**config.mk**
```make
export PLATFORM = sky130hd
export DESIGN_NAME = urv_writeback
export DESIGN_NICKNAME = d
export VERILOG_FILES = /design/src/rtl/urv_writeback.sv
export SDC_FILE = /design/constraint.sdc
export NUM_CORES = 1
export LEC_CHECK = 0
export ABC_AREA = 1
export BUFFER_PORTS_ARGS = -buffer_cell sky130_fd_sc_hd__buf_4
export CAP_MARGIN = 0
export CELL_PAD_IN_SITES_DETAIL_PLACEMENT = 1
export CELL_PAD_IN_SITES_GLOBAL_PLACEMENT = 2
export CORE_UTILIZATION = 18
export CTS_CLUSTER_DIAMETER = 120
export DETAILED_ROUTE_END_ITERATION = 8
export GPL_TIMING_DRIVEN = 0
export MAX_ROUTING_LAYER = met4
export PLACE_DENSITY_LB_ADDON = 0.1
export SYNTH_ARGS = -nofsm -noshare
export SYNTH_HDL_FRONTEND = slang
export SYNTH_SLANG_ARGS = --single-unit
```
**constraint.sdc**
```tcl
create_clock -name clk_i -period 3.1 [get_ports clk_i]
set_input_delay 0.62 -clock clk_i [delete_from_list [all_inputs] [get_ports clk_i]]
set_output_delay 0.62 -clock clk_i [all_outputs]
set_load 0.02 [all_outputs]
```
**src/rtl/urv_writeback.sv**
```systemverilog
// Writeback stage: selects the result source, extracts load data from the AHB-Lite
// data phase, tracks wait states and bus errors, and drives the register-file write port.
// Optional registered forward path enabled by the URV_WB_BYPASS_EN macro; without it the
// w_bypass_* outputs are tied low and no bypass flops exist.
module urv_writeback (
  input  logic        clk_i,
  input  logic        rst_i,

  input  logic        x_valid_i,
  input  logic        x_load_i,
  input  logic        x_store_i,
  input  logic [2:0]  x_fun_i,
  input  logic [4:0]  x_rd_i,
  input  logic        x_rd_write_i,
  input  logic [2:0]  x_rd_source_i,
  input  logic [31:0] x_rd_value_i,
  input  logic [31:0] x_shifter_rd_i,
  input  logic [31:0] x_multiply_rd_i,
  input  logic [31:0] x_dm_addr_i,

  input  logic [31:0] HRDATA,
  input  logic        HREADY,
  input  logic        HRESP,

  input  logic        w_stall_i,
  output logic        w_stall_req_o,

  output logic [4:0]  rf_rd_o,
  output logic [31:0] rf_rd_value_o,
  output logic        rf_rd_write_o,

  output logic        w_bus_error_o,
  output logic [31:0] w_bus_err_addr_o,

  output logic [4:0]  w_bypass_rd_o,
  output logic [31:0] w_bypass_value_o,
  output logic        w_bypass_valid_o
);

  typedef enum logic [1:0] {
    StIdle,
    StWait,
    StErr
  } state_e;

  state_e      state_q, state_d;
  logic        bus_err_q, bus_err_d;
  logic [31:0] err_addr_q, err_addr_d;

  logic        mem_op;
  logic [31:0] byte_shift;
  logic [7:0]  load_byte;
  logic [15:0] load_half;
  logic [31:0] load_data;
  logic [31:0] src_value;

  assign mem_op = x_valid_i & (x_load_i | x_store_i);

  // Lane selection for sub-word loads; address low bits pick the byte/halfword lane.
  assign byte_shift = HRDATA >> {x_dm_addr_i[1:0], 3'b000};
  assign load_byte  = byte_shift[7:0];
  assign load_half  = x_dm_addr_i[1] ? HRDATA[31:16] : HRDATA[15:0];

  // Load data extraction by funct3.
  always_comb begin
    load_data = 32'h0;
    case (x_fun_i)
      3'b000:  load_data = {{24{load_byte[7]}}, load_byte};
      3'b100:  load_data = {24'h0, load_byte};
      3'b001:  load_data = {{16{load_half[15]}}, load_half};
      3'b101:  load_data = {16'h0, load_half};
      3'b010:  load_data = HRDATA;
      default: load_data = 32'h0;
    endcase
  end

  // Result source select; a valid load overrides every other source.
  always_comb begin
    src_value = x_rd_value_i;
    case (x_rd_source_i)
      3'd1:    src_value = x_shifter_rd_i;
      3'd2:    src_value = x_multiply_rd_i;
      default: src_value = x_rd_value_i;
    endcase
    if (x_valid_i && x_load_i) begin
      src_value = load_data;
    end
  end

  // Bus-phase FSM next state and error capture.
  always_comb begin
    state_d    = state_q;
    bus_err_d  = 1'b0;
    err_addr_d = err_addr_q;
    case (state_q)
      StIdle: begin
        if (mem_op && !HREADY) begin
          state_d = HRESP ? StErr : StWait;
        end
      end
      StWait: begin
        if (!mem_op || HREADY) begin
          state_d = StIdle;
        end else if (HRESP) begin
          state_d = StErr;
        end
      end
      StErr: begin
        // Error slot lasts one cycle; the faulting address is still presented here.
        state_d    = StIdle;
        bus_err_d  = 1'b1;
        err_addr_d = x_dm_addr_i;
      end
      default: state_d = StIdle;
    endcase
  end

  // State and error registers; a global stall freezes everything.
  always_ff @(posedge clk_i) begin
    if (rst_i) begin
      state_q    <= StIdle;
      bus_err_q  <= 1'b0;
      err_addr_q <= 32'h0;
    end else if (!w_stall_i) begin
      state_q    <= state_d;
      bus_err_q  <= bus_err_d;
      err_addr_q <= err_addr_d;
    end
  end

  // Stall while the data phase is pending or during the error slot.
  assign w_stall_req_o = (mem_op & ~HREADY) | (state_q == StErr);

  assign rf_rd_o       = x_rd_i;
  assign rf_rd_value_o = src_value;
  assign rf_rd_write_o = x_valid_i & x_rd_write_i & (x_rd_i != 5'd0) & ~x_store_i &
                         ~w_stall_req_o & ~w_stall_i;

  assign w_bus_error_o    = bus_err_q;
  assign w_bus_err_addr_o = err_addr_q;

`ifdef URV_WB_BYPASS_EN
  logic [4:0]  byp_rd_q;
  logic [31:0] byp_value_q;
  logic        byp_valid_q;

  // One-cycle-delayed copy of the register-file write port.
  always_ff @(posedge clk_i) begin
    if (rst_i) begin
      byp_rd_q    <= 5'd0;
      byp_value_q <= 32'h0;
      byp_valid_q <= 1'b0;
    end else if (!w_stall_i) begin
      byp_rd_q    <= rf_rd_o;
      byp_value_q <= rf_rd_value_o;
      byp_valid_q <= rf_rd_write_o;
    end
  end

  assign w_bypass_rd_o    = byp_rd_q;
  assign w_bypass_value_o = byp_value_q;
  assign w_bypass_valid_o = byp_valid_q;
`else
  assign w_bypass_rd_o    = 5'd0;
  assign w_bypass_value_o = 32'h0;
  assign w_bypass_valid_o = 1'b0;
`endif

endmodule

```
==> summary.txt <==
Critical path
  • R2R Path Start: state_q[0]
  • Worst path most repeated cell: nand2_1
  • Reg2reg path depth: 6
  • Critical Setup Path Class: input pin to output port
  • CP Launch Type: input pin
  • FF-to-FF End: w_bus_err_addr_o[6]
  • Critical path peak fanout: 10
  • Crit path cell chain: buf_4 -> inv_1 -> nand3_1 -> inv_1 -> clkbuf_1 -> nand2_1 -> nand3_1 -> nand2_1 -> nand2_1 -> buf_4
  • Critical Path End Type: output port
  • Slowest cell on the critical path: clkbuf_1
  • Setup slack, reg-to-reg: ~1700 ps
  • Arrival time worst endpoint: about 2100 ps
  • Crit-path max cell delay: just under 500 ps
  • Worst EP required: ~2500 ps

Final layout
  • Layout Utilization: 31.63%
  • Layout cells sized above 1: 32.29%
  • # diodes: 0
  • Nets: roughly 1.1k
  • Post-Layout Inst Area: 5936 sq um
  • P&R area growth vs syn: 71.39%

Synth
  • Number of synthesized flops with an enable pin: 0
  • Avg Cell Area, Syn: 5.192 sq um
  • Cell Area, Synth: ~3500 sq um
  • Main synth FF type: dfxtp_1
  • Count leader, synth: nand2_1
  • Async set-reset flop share out of synthesis: 0%
  • Ranking of synthesized cells by area: nand2_1 30%, dfxtp_1 20%, buf_4 9.5%, inv_1 9.3%, o21ai_0 6.9%
  • Library cells used by synthesis: 20
  • Post-synthesis sequential area ratio: between 20% and 30%
  • Synth Register Bits: 35
  • Synth cell count leaders: 280 x nand2_1, 86 x inv_1, 48 x o21ai_0
  • Leading area contributor after synthesis: nand2_1
  • Synth warnings: 0
  • Cells after Synth: roughly 670
  • Area fraction of the dominant cell type after synthesis: between 30 and 40%

Power
  • PwrDens: a little under 300 nW/um^2
  • P_leak: roughly 3.4 nW
  • Max IR drop VDD: 0.2562 mV

Floorplan
  • Die Height: 140.7 microns
  • Initial cell density of the core: approximately 18%
  • Row Count: 50
  • Core area: 18770 sq um
  • Die area: 19800 sq um
  • Number of top-level pins: a little under 300
  • Chip width: around 140 microns

Timing
  • Final Critical Period: roughly 2700 ps
  • Final setup margin: 395.3 ps
  • Setup Total Neg Slack: 0 ps
  • Fmax: 369.7 MHz
  • Max-slew violations: 0
  • Final hold viol count: 0
  • Final setup vio count: 0
  • Slew HR: a little under half
  • Final Skew: about 2.6 ps
  • Tightest Pin Transition: 779.7 ps
  • RSZ-0062 raised after global routing: false
  • Fin crit share: a little under 90%

Run
  • Max-Cap Viols: 0

Placement
  • Routability congestion estimate: between 0.7 and 0.8
  • Setup Slack @ Placement: roughly 350 ps
  • Post-DP Area: 5779 sq um
  • PortBufs: 251
  • DPL Wire Length: between 10000 and 15000 microns

Global route
  • Vias in the first global route: 4597
  • Initial antenna violation count: 0
  • First-pass GRT wire length: 24420 microns
  • Largest net degree at the start of global routing: 11
  • Gr usage total: between 10% and 20%
  • Final global-route overflow total: 0

Clock network
  • H-tree levels: 2
  • Resize count post-CTS: 0
  • Worst-Skew Late Latency: about 270 ps
  • CTS root buf: clkbuf_16
  • CTS tree: built
  • Reg clk slew, reported paths: ~50 ps
  • Postcts setup bufs: 0
  • Max clock buf depth: 2
  • Num CTS Buffers: 5
  • Sink Count: 35
  • CTS Hold Buffers Added: 0

Detailed routing
  • Detailed router's first-iteration violation count: 70
  • Pre-antenna DRT Iters: 6
  • Via count: between 4k and 5k
  • WL final: roughly 16000 microns
  • DRC viols: 0
  • Number of routed nets with antenna violations: 0
  • Routed length per instance: between 10 and 15 microns
  • Routed vias/inst: just under 4

Run status
  • Outcome: finished clean

Worst hold path
  • Hold Crit Class: flip-flop to flip-flop
  • Hold Path Depth: 2
  • Min-Delay Endpoint: w_bus_err_addr_o[28]
  • Worst hold start: w_bus_err_addr_o[28]
==> through the flow <==
stage | power (mW) | instances | hold slack (ps)
final | 1.735 | 1197 | 442.2
after global routing | 1.851 | 1197 | 461.8
after CTS | 1.768 | 1197 | 446.6
after detailed placement | 1.241 | 1189 | 438.2
after global placement | 1.241 | 1189 | 433.6
after floorplan | 0.8718 | 704 | 471.3
==> flip-flops by register name (all words and copies together) (netlist names) <==
name,cells
w_bus_error_o,1
state_q,2
w_bus_err_addr_o,32
==> routing by layer <==
metal / global-route usage, % / up-vias / wire [microns]
met5: - / - / 0
li1: - / 2544 / -
met2: 27.83 / 166 / 7610
met4: 2.403 / 0 / 83
met3: 2.853 / 5 / 989
met1: 20.17 / 2041 / 7351
==> cells in the final DEF, fill, tap and decap left out, types with 4 or more instances in the layout <==
cell	netlist	final
buf_1	4	4
buf_4	44	295
nand3_1	44	44
conb_1	1	38
inv_1	86	86
o211ai_1	7	7
a21oi_1	36	36
o21ai_0	48	48
nor2_1	44	44
buf_2	8	8
dfxtp_1	35	35
clkbuf_16	0	5
nand2_1	280	280
clkbuf_1	20	21
==> where the power goes <==
| part | total, mW | internal [mW] | switching [mW] |
|---|---|---|---|
| Clock | 0.516 | 0.342 | 0.174 |
| Sequential | 0.475 | 0.467 | 0.00868 |
| Combinational | 0.744 | 0.349 | 0.395 |
| Total | 1.74 | 1.16 | 0.578 |
==> critical path, delay by kind of cell <==
family        cells  cell delay [ps]
buf+inv           5              940
simple gates      5              530
==> cell families (layout without fill, tap and decap cells) <==
kind of cell / Yosys count / after routing / share of synthesized area [%]
other: 1 / 38 / 0.1083
buffers and inverters: 163 / 422 / 22.94
AO/OA/AOI/OAI: 93 / 93 / 14.02
AND/OR/NAND/NOR: 375 / 375 / 42.70
flip-flops: 35 / 35 / 20.23
==> worst max-delay path by stage <==
stage	startpoint	to	slack, ps	depth (start not counted)
2_1_floorplan	x_store_i	rf_rd_write_o	810	5
3_3_place_gp	x_rd_source_i[2]	rf_rd_value_o[15]	370	10
3_5_place_dp	x_rd_source_i[2]	rf_rd_value_o[15]	350	10
4_1_cts	x_rd_source_i[2]	rf_rd_value_o[15]	350	10
5_1_grt	x_rd_source_i[1]	rf_rd_value_o[9]	180	12
6_report	x_rd_source_i[2]	rf_rd_value_o[15]	400	10
==> final cells by class <==
class | count | area [sq um]
buffer | 77 | 471.7
clock buffer | 8 | 156.4
fill | 2561 | 12830
inverter | 86 | 322.8
multi-input combinational | 506 | 2107
sequential | 35 | 700.7
tap | 234 | 292.8
timing repair buffer | 251 | 1884
No activity file was read; power rests on OpenSTA's default activity.
